===== src/rtl/voice_mixer.sv =====
// N-voice stereo mixer: snapshots all voices on new_frame, accumulates one voice
// per cycle through a shared multiplier, then shifts and saturates L/R/mono outputs.
module voice_mixer #(
    parameter int NUM_VOICES   = 10,
    parameter int SAMPLE_WIDTH = 16,
    parameter int GAIN_WIDTH   = 4
) (
    input  logic                               clk,
    input  logic                               reset,
    input  logic                               new_frame,
    input  logic [NUM_VOICES*SAMPLE_WIDTH-1:0] voice_samples,
    input  logic [NUM_VOICES*GAIN_WIDTH-1:0]   voice_gains,
    input  logic [NUM_VOICES*2-1:0]            voice_pans,
    input  logic [2:0]                         master_shift,
    output logic [SAMPLE_WIDTH-1:0]            sample_out_left,
    output logic [SAMPLE_WIDTH-1:0]            sample_out_right,
    output logic [SAMPLE_WIDTH-1:0]            sample_out,
    output logic                               new_sample_generated,
    output logic                               busy,
    output logic                               overrun
);

    localparam int IDX_W  = $clog2(NUM_VOICES);
    localparam int ACC_W  = SAMPLE_WIDTH + GAIN_WIDTH + $clog2(NUM_VOICES) + 1;
    localparam logic [IDX_W-1:0] LAST_IDX = IDX_W'(NUM_VOICES - 1);
    localparam logic signed [ACC_W:0] SAT_MAX =
        {{(ACC_W + 2 - SAMPLE_WIDTH){1'b0}}, {(SAMPLE_WIDTH - 1){1'b1}}};
    localparam logic signed [ACC_W:0] SAT_MIN =
        {{(ACC_W + 2 - SAMPLE_WIDTH){1'b1}}, {(SAMPLE_WIDTH - 1){1'b0}}};

    typedef enum logic [1:0] {IDLE, ACCUM, SAT} state_t;

    state_t state, state_next;

    logic [NUM_VOICES*SAMPLE_WIDTH-1:0] snap_samples;
    logic [NUM_VOICES*GAIN_WIDTH-1:0]   snap_gains;
    logic [NUM_VOICES*2-1:0]            snap_pans;
    logic [2:0]                         snap_shift;
    logic [IDX_W-1:0]                   index;
    logic signed [ACC_W-1:0]            acc_l;
    logic signed [ACC_W-1:0]            acc_r;

    logic signed [SAMPLE_WIDTH-1:0]            cur_sample;
    logic [GAIN_WIDTH-1:0]                     cur_gain;
    logic [1:0]                                cur_pan;
    logic signed [SAMPLE_WIDTH+GAIN_WIDTH:0]   product;
    logic signed [ACC_W-1:0]                   product_ext;
    logic signed [ACC_W-1:0]                   term;
    logic signed [ACC_W:0]                     sum_lr;
    logic signed [ACC_W:0]                     shifted_l;
    logic signed [ACC_W:0]                     shifted_r;
    logic signed [ACC_W:0]                     shifted_m;
    logic                                      start;

    function automatic logic [SAMPLE_WIDTH-1:0] saturate(input logic signed [ACC_W:0] v);
        if (v > SAT_MAX) begin
            return SAT_MAX[SAMPLE_WIDTH-1:0];
        end
        if (v < SAT_MIN) begin
            return SAT_MIN[SAMPLE_WIDTH-1:0];
        end
        return v[SAMPLE_WIDTH-1:0];
    endfunction

    // Gain is zero-extended so the single multiplier is a plain signed multiply.
    assign cur_sample  = snap_samples[index*SAMPLE_WIDTH +: SAMPLE_WIDTH];
    assign cur_gain    = snap_gains[index*GAIN_WIDTH +: GAIN_WIDTH];
    assign cur_pan     = snap_pans[index*2 +: 2];
    assign product     = cur_sample * $signed({1'b0, cur_gain});
    assign product_ext = ACC_W'(product);
    assign term        = product_ext >>> 3;

    assign sum_lr    = (ACC_W + 1)'(acc_l) + (ACC_W + 1)'(acc_r);
    assign shifted_l = (ACC_W + 1)'(acc_l >>> snap_shift);
    assign shifted_r = (ACC_W + 1)'(acc_r >>> snap_shift);
    assign shifted_m = sum_lr >>> ({1'b0, snap_shift} + 4'd1);

    // The pulse cycle after SAT still counts as busy so a frame arriving with it is dropped.
    assign busy  = (state != IDLE) || new_sample_generated;
    assign start = new_frame && !busy;

    always_ff @(posedge clk) begin
        if (reset) begin
            state <= IDLE;
        end else begin
            state <= state_next;
        end
    end

    always_comb begin
        state_next = state;
        unique case (state)
            IDLE:    if (start) state_next = ACCUM;
            ACCUM:   if (index == LAST_IDX) state_next = SAT;
            SAT:     state_next = IDLE;
            default: state_next = IDLE;
        endcase
    end

    always_ff @(posedge clk) begin
        if (reset) begin
            snap_samples         <= '0;
            snap_gains           <= '0;
            snap_pans            <= '0;
            snap_shift           <= '0;
            index                <= '0;
            acc_l                <= '0;
            acc_r                <= '0;
            sample_out_left      <= '0;
            sample_out_right     <= '0;
            sample_out           <= '0;
            new_sample_generated <= 1'b0;
            overrun              <= 1'b0;
        end else begin
            new_sample_generated <= 1'b0;
            overrun              <= new_frame && busy;
            unique case (state)
                IDLE: begin
                    if (start) begin
                        snap_samples <= voice_samples;
                        snap_gains   <= voice_gains;
                        snap_pans    <= voice_pans;
                        snap_shift   <= master_shift;
                        index        <= '0;
                        acc_l        <= '0;
                        acc_r        <= '0;
                    end
                end
                ACCUM: begin
                    case (cur_pan)
                        2'b00: begin
                            acc_l <= acc_l + term;
                            acc_r <= acc_r + term;
                        end
                        2'b01:   acc_l <= acc_l + term;
                        2'b10:   acc_r <= acc_r + term;
                        default: ;
                    endcase
                    index <= index + 1'b1;
                end
                SAT: begin
                    sample_out_left      <= saturate(shifted_l);
                    sample_out_right     <= saturate(shifted_r);
                    sample_out           <= saturate(shifted_m);
                    new_sample_generated <= 1'b1;
                end
                default: ;
            endcase
        end
    end

endmodule


===== config.mk =====
export PLATFORM = sky130hd
export DESIGN_NAME = voice_mixer
export DESIGN_NICKNAME = d
export VERILOG_FILES = /design/src/rtl/voice_mixer.sv
export SDC_FILE = /design/constraint.sdc
export NUM_CORES = 1
export LEC_CHECK = 0
export ABC_AREA = 0
export CAP_MARGIN = 5
export CORE_UTILIZATION = 45
export DETAILED_ROUTE_END_ITERATION = 10
export HOLD_SLACK_MARGIN = 0.08
export PLACE_DENSITY = 0.67
export SLEW_MARGIN = 5
export SYNTH_ARGS = -nofsm -noshare
export SYNTH_HDL_FRONTEND = slang
export SYNTH_SLANG_ARGS = --single-unit

===== constraint.sdc =====
create_clock -name clk -period 10.4 [get_ports clk]
set_clock_uncertainty 0.15 [all_clocks]
set_input_delay 2.08 -clock clk [delete_from_list [all_inputs] [get_ports clk]]
set_output_delay 2.08 -clock clk [all_outputs]
set_load 0.03 [all_outputs]

== Yosys cells after proc, flatten, opt, wreduce, memory -nomap -nowiden ==
Index checks and enable logic that the tools add are counted.

* Output and inout port bits: 51
* Word-level logic and storage cells: 99
* Register bits: 329
* Input bits: 226

* $mul: 1
* Add/subtract/negate cells: 5
* Magnitude comparators: 6
* Eq/ne operators: 9
* Reductions and logical operators: 15
* Mux-type cells: 44
* Shift-type cells: 6

{| class="wikitable"
|+ Operators by type and width
! operator !! count
|-
| 16-bit two-way mux || 12
|-
| 160-bit by 9-bit variable part select with 16-bit output || 1
|-
| 25-bit case mux with 2 select lines || 2
|-
| 26-bit by 16-bit greater-than comparator with 1-bit output (second input constant) || 3
|-
| 26-bit by 16-bit less-than comparator with 1-bit output (second input constant) || 3
|-
| 25-bit two-way mux || 3
|-
| 25-bit by 3-bit >>> shifter with 26-bit output || 2
|-
| 25-bit by 18-bit adder with 25-bit output || 2
|-
| 40-bit by 7-bit variable part select with 4-bit output || 1
|-
| 25-bit by 25-bit adder with 26-bit output || 1
|-
| 26-bit by 4-bit >>> shifter with 26-bit output || 1
|-
| 1-bit two-way mux || 22
|-
| 16-bit by 5-bit multiplier with 21-bit output || 1
|-
| 20-bit by 6-bit variable part select with 2-bit output || 1
|-
| 2-bit inequality test (second input constant) || 4
|-
| 4-bit case mux with 2 select lines || 1
|-
| 2-bit AND reduction || 3
|-
| 3-bit AND reduction || 2
|-
| 3-bit by 1-bit adder with 4-bit output (second input constant) || 1
|-
| 4-bit by 1-bit adder with 4-bit output (second input constant) || 1
|-
| 2-bit by 1-bit == test with 1-bit output (second input constant) || 2
|-
| 2-bit == test (second input constant) || 2
|-
| 4-bit == test (second input constant) || 1
|-
| 2-bit zero test || 2
|-
| 8 further kinds || 12
|}

== Logic depth before layout (Yosys ltp) ==
* Depth after elaboration: 11
* Depth in mapped cells: 35
* Depth with buffers taken out: 30

== Worst setup path after synthesis ==
No wires, ideal clock.

* Path type: register to register
* Start: register index[0]
* End: register acc_l[23]
* Stages on the path, launching flop included: 35
* Required time: 10,133 ps
* Setup time: 117 ps
* Buffers on the path: 5
* Period minus slack after synthesis: 8,630 ps
* Data arrival time: 8,363 ps
* Slack: 1,770 ps
* Cell sequence: dfxtp_1 -> buf_2 -> buf_6 -> buf_2 -> buf_1 -> mux4_2 -> mux2i_1 -> o22a_1 -> clkbuf_1 -> nor2_1 -> ha_1 -> inv_1 -> fa_1 -> fa_1 -> inv_1 -> ha_1 -> o21a_1 -> o21ai_0 -> nor3_1 -> o31ai_2 -> o21ai_1 -> nor3_1 -> o21bai_1 -> a21oi_1 -> xnor2_1 -> ha_1 -> a21oi_1 -> o21ai_0 -> a2111oi_0 -> nor3b_1 -> o31a_1 -> o41ai_1 -> o21ai_0 -> xor2_1 -> a22o_1

* Word-level cells in the longest chain between the ends: 5
* Elaborated cells between the ends (all ways): 12
* Those cells by class: add/sub (1); mul (1); eq/ne (2); shift (3); mux (2); reduce/logical (3)

{| class="wikitable"
|+ RTL lines
! what !! line !! RTL
|-
| start: declaration || 39 || <nowiki>logic [IDX_W-1:0] index;</nowiki>
|-
| start signal: assignment || 139 || <nowiki>index <= index + 1'b1;</nowiki>
|-
| 160-bit by 9-bit variable part select with 16-bit output (tied with other cells) || 66 || <nowiki>assign cur_sample = snap_samples[index*SAMPLE_WIDTH +: SAMPLE_WIDTH];</nowiki>
|-
| 16-bit by 5-bit multiplier with 21-bit output (tied with other cells) || 69 || <nowiki>assign product = cur_sample * $signed({1'b0, cur_gain});</nowiki>
|-
| 25-bit by 18-bit adder with 25-bit output or 2-bit OR reduction (tied branches) || n/a ||
|-
| 25-bit two-way mux or 2-bit inequality test (tied branches) || n/a ||
|-
| 25-bit case mux with 2 select lines or 3-bit AND reduction (tied branches) || n/a ||
|-
| end signal: assignment || 132 || <nowiki>acc_l <= acc_l + term;</nowiki>
|-
| end signal: assignment || 135 || <nowiki>2'b01: acc_l <= acc_l + term;</nowiki>
|-
| end: declaration || 40 || <nowiki>logic signed [ACC_W-1:0] acc_l;</nowiki>
|}

Parallel ways exist; a longest one is shown, timed or not. The select of a mux whose other input is x is not followed.
A chain may end at the register's enable or synchronous reset.

== Worst setup path after layout ==
* Start: register index[1]
* End: register acc_l[23]

Same word-level chain as after synthesis.

==> report_table.html <==
<table>
<tr><th>Metric</th><th>Value</th></tr>
<tr><th colspan="2">CTS</th></tr>
<tr><td>Post_cts resized</td><td>0</td></tr>
<tr><td>CTS sink count</td><td>approximately 330</td></tr>
<tr><td>Clock tree from TritonCTS</td><td>yes</td></tr>
<tr><td>Number of hold-repair buffers added at the cts stage</td><td>0</td></tr>
<tr><td>CTS clk-pin slew, worst paths</td><td>approximately 0.060 ns</td></tr>
<tr><td>Number of buffers inserted by post-CTS setup repair</td><td>0</td></tr>
<tr><td>Buffers from clock root to sink, at most</td><td>3</td></tr>
<tr><td>CTS H-tree depth</td><td>2</td></tr>
<tr><td>Root cell of the clock tree</td><td>sky130_fd_sc_hd__clkbuf_16</td></tr>
<tr><td>Worst skew pair latency</td><td>approximately 0.57 ns</td></tr>
<tr><td>Cts bufs inserted</td><td>39</td></tr>
<tr><th colspan="2">Yosys</th></tr>
<tr><td>Main area contributors after synthesis</td><td>sky130_fd_sc_hd__dfxtp_1, sky130_fd_sc_hd__nand2_1, sky130_fd_sc_hd__mux4_2</td></tr>
<tr><td>Mean post-synth cell area</td><td>between 8 and 9 µm²</td></tr>
<tr><td>Most used flip-flop cell after synthesis</td><td>sky130_fd_sc_hd__dfxtp_1</td></tr>
<tr><td>Post-synthesis sequential element count</td><td>between 300 and 400</td></tr>
<tr><td>Post-synth ARST share</td><td>0%</td></tr>
<tr><td>Synth unique cells</td><td>97</td></tr>
<tr><td>Post-Synthesis Cells</td><td>between 2,000 and 3,000</td></tr>
<tr><td>Number of synthesis warnings</td><td>0</td></tr>
<tr><td>Synthesized netlist net count</td><td>3,156</td></tr>
<tr><td>Cell type with the largest total area after synthesis</td><td>sky130_fd_sc_hd__dfxtp_1</td></tr>
<tr><td>Part of the Yosys area used for sequential elements</td><td>roughly 30%</td></tr>
<tr><td>EDFF count, synth</td><td>0</td></tr>
<tr><td>Top cell type's share of synthesized area</td><td>~30%</td></tr>
<tr><td>Mapped cell area</td><td>roughly 0.022 mm²</td></tr>
<tr><th colspan="2">Worst hold path</th></tr>
<tr><td>Min-Delay Path Class</td><td>flop to flop</td></tr>
<tr><th colspan="2">Floorplan</th></tr>
<tr><td>I/O pins</td><td>277</td></tr>
<tr><td>Overall die height</td><td>between 200 and 250 µm</td></tr>
<tr><td>Initial core utilization</td><td>a little under half</td></tr>
<tr><td>Overall die area</td><td>just over 0.05 mm²</td></tr>
<tr><td>CORE AREA</td><td>slightly below 0.05 mm²</td></tr>
<tr><td>Floorplan die width</td><td>225 µm</td></tr>
<tr><td>Num rows</td><td>between 80 and 90</td></tr>
<tr><th colspan="2">Cells and area</th></tr>
<tr><td>Fraction of final layout cells with drive strength greater than 1</td><td>under 10%</td></tr>
<tr><td>Diode insertion count for antenna repair</td><td>0</td></tr>
<tr><td>Final layout net count</td><td>3,311</td></tr>
<tr><td>Commonest non-fill, non-tap cell in the layout</td><td>sky130_fd_sc_hd__nand2_1</td></tr>
<tr><td>Non-Filler Instances</td><td>3,629</td></tr>
<tr><td>Post-route design area</td><td>0.0267 mm²</td></tr>
<tr><td>Most used cells in the layout excluding fill and tap cells</td><td>sky130_fd_sc_hd__nand2_1, sky130_fd_sc_hd__a21oi_1, sky130_fd_sc_hd__dfxtp_1</td></tr>
<tr><td>Area added between synthesis and finish</td><td>19.8%</td></tr>
<tr><th colspan="2">Timing</th></tr>
<tr><td>Final setup violation count</td><td>0</td></tr>
<tr><td>Post-route fraction of the period consumed by the critical path</td><td>between 80% and 90%</td></tr>
<tr><td>Min cycle time layout</td><td>roughly 9.3 ns</td></tr>
<tr><td>Final Hold Violating Endpoints</td><td>0</td></tr>
<tr><td>Max Fclk</td><td>107 MHz</td></tr>
<tr><td>Smallest setup slack after layout</td><td>roughly 1.1 ns</td></tr>
<tr><td>Relative max-transition margin</td><td>between 10% and 20%</td></tr>
<tr><td>Unrepaired setup endpoints after global routing</td><td>false</td></tr>
<tr><td>Pins Over Slew Limit</td><td>0</td></tr>
<tr><td>Final-layout setup total negative slack</td><td>0 ns</td></tr>
<tr><td>Slew of the pin with the lowest slew margin</td><td>approximately 1.2 ns</td></tr>
<tr><th colspan="2">Global routing</th></tr>
<tr><td>Antenna violations before repair</td><td>0</td></tr>
<tr><td>First-pass GRT wire length</td><td>around 110,000 µm</td></tr>
<tr><td>Maximum number of pins on one net before global-route repair</td><td>227</td></tr>
<tr><td>Aggregate global routing overflow</td><td>0</td></tr>
<tr><td>Aggregate global-route resource usage</td><td>a little over a quarter</td></tr>
<tr><td>Vias in the first global route</td><td>around 20,000</td></tr>
<tr><th colspan="2">Place</th></tr>
<tr><td>Total cell area at the placement stage</td><td>0.0254 mm²</td></tr>
<tr><td>Total half-perimeter wirelength after legalization and detailed placement</td><td>51,900 µm</td></tr>
<tr><td>Final Wtd Congestion</td><td>roughly 0.94</td></tr>
<tr><td>Worst-case setup slack after placement</td><td>between 1 and 1.5 ns</td></tr>
<tr><td>Count of buffers inserted at the top-level ports</td><td>~280</td></tr>
<tr><td>Number of cells after detailed placement</td><td>~3,600</td></tr>
<tr><th colspan="2">Route</th></tr>
<tr><td>Iteration-0 DRC count of the detailed router</td><td>roughly 1,500</td></tr>
<tr><td>Via count</td><td>21,000</td></tr>
<tr><td>Wire length reported by the detailed router</td><td>69,200 µm</td></tr>
<tr><td>Number of routed nets with antenna violations</td><td>0</td></tr>
<tr><td># DRC</td><td>0</td></tr>
<tr><td>Pre-antenna DRT Iters</td><td>5</td></tr>
<tr><td>Average vias per placed instance</td><td>slightly below 6</td></tr>
<tr><td>Routed length per instance</td><td>approximately 19 µm</td></tr>
<tr><th colspan="2">Worst setup path</th></tr>
<tr><td>CP Buf/Inv Count</td><td>2</td></tr>
<tr><td>Worst EP required</td><td>approximately 11 ns</td></tr>
<tr><td>Delay contributed by the slowest stage of the critical path</td><td>just under 0.8 ns</td></tr>
<tr><td>CP max-delay cell</td><td>sky130_fd_sc_hd__dfxtp_2</td></tr>
<tr><td>Critical path start-end classification</td><td>flop to flop</td></tr>
<tr><td>Most used cell along the critical path</td><td>sky130_fd_sc_hd__ha_1</td></tr>
<tr><td>Signal arrival time at the worst endpoint</td><td>just under 10 ns</td></tr>
<tr><td>Kind of capture point of the worst setup path</td><td>flop</td></tr>
<tr><td>CP top delay family</td><td>compound AO/OA/AOI/OAI gates</td></tr>
<tr><td>Crit start category</td><td>flop</td></tr>
<tr><td>Biggest fanout along the worst timing path</td><td>25</td></tr>
<tr><th colspan="2">Pwr</th></tr>
<tr><td>Power density over cell area</td><td>between 100 and 150 mW/mm²</td></tr>
<tr><td>Leak</td><td>approximately 0.011 µW</td></tr>
<tr><td>Final Power</td><td>approximately 3400 µW</td></tr>
<tr><td>Highest ir drop seen on vdd</td><td>approximately 0.10 mV</td></tr>
<tr><th colspan="2">Job</th></tr>
<tr><td>Max-cap check violation count</td><td>0</td></tr>
<tr><th colspan="2">Outcome</th></tr>
<tr><td>Outcome</td><td>finished, final reports clean</td></tr>
</table>
[worst min-delay path: stages (launching register included)]
cell and delay [ns]:
sky130_fd_sc_hd__dfxtp_1 0.30, sky130_fd_sc_hd__nand2_1 0.05, sky130_fd_sc_hd__a21oi_1 0.05
[cells by family (layout without fill, tap and decap cells)]
logic type	count (synthesis)	in the layout	share of synthesized area, %
xor+xnor	65	65	2.55
flops	329	329	29.5
compound gates	723	723	20.4
fa+ha+maj	150	150	9.62
simple gates	1047	1047	20.1
buf+inv	285	470	4.96
mux	181	181	12.9
[power by group]
group | total, µW | switching (µW) | internal [µW]
Sequential | 1370 | 49.8 | 1320
Clock | 1390 | 580 | 809
Combinational | 594 | 340 | 254
[synthesized netlist by cell type, drive strengths merged, types with 16 or more instances]
master and instances:
a211oi 34, or2 21, o21ai 82, nand3 54
buf 37, ha 114, o22a 18, nand2b 21
a21oi 369, xnor2 47, o21bai 16, xor2 18
nor2 214, or3 18, a21o 25, nand2 597
dfxtp 329, o31ai 27, o22ai 16, mux2 23
mux2i 75, fa 36, nor2b 22, o221ai 18
inv 96, clkbuf 151, nor3 38, mux4 83
[area by class of cell]
cell class | instances | area (µm²)
Inverter | 97 | 364
Timing Repair Buffer | 302 | 2990
Multi-Input combinational cell | 2166 | 14600
Clock inverter | 19 | 200
Tap cell | 664 | 831
Sequential cell | 329 | 6600
Fill cell | 4608 | 22200
Clock buffer | 52 | 1110
[path summary, 6_finish.rpt]
| path | slack, ns | end | from | depth (start not counted) |
|---|---|---|---|---|
| max reg2reg | 1.09 | acc_l[23] | index[1] | 30 |
| min | 0.30 | snap_gains[11] | snap_gains[11] | 2 |
| max | 1.09 | acc_l[23] | index[1] | 30 |
| min reg2reg | 0.30 | snap_gains[11] | snap_gains[11] | 2 |
[sequential cells by signal (all words and copies together) (netlist names)]
| register | flops |
|---|---|
| sample_out_left | 16 |
| acc_r | 25 |
| sample_out_right | 16 |
| index | 4 |
| overrun | 1 |
| snap_pans | 20 |
| state | 2 |
| snap_samples | 160 |
| new_sample_generated | 1 |
| sample_out | 16 |
| snap_shift | 3 |
| snap_gains | 40 |
| acc_l | 25 |
[stage by stage]
stage | hold WS (ns) | util [%]
2_1_floorplan | 0.283 | -
6_report | 0.300 | 54.6
3_3_place_gp | 0.290 | 51.9
5_1_grt | 0.315 | 54.6
3_5_place_dp | 0.293 | 51.9
4_1_cts | 0.301 | 54.6
[per-layer routing]
layer	vias up	global-route usage, %	routed length, µm
met1	10000	35.0	29600
met3	118	3.74	3880
met2	743	46.1	33600
li1	10200	-	-
met5	-	0	0
met4	0	8.87	2140
Note: power is estimated with default switching activity, not from simulation.
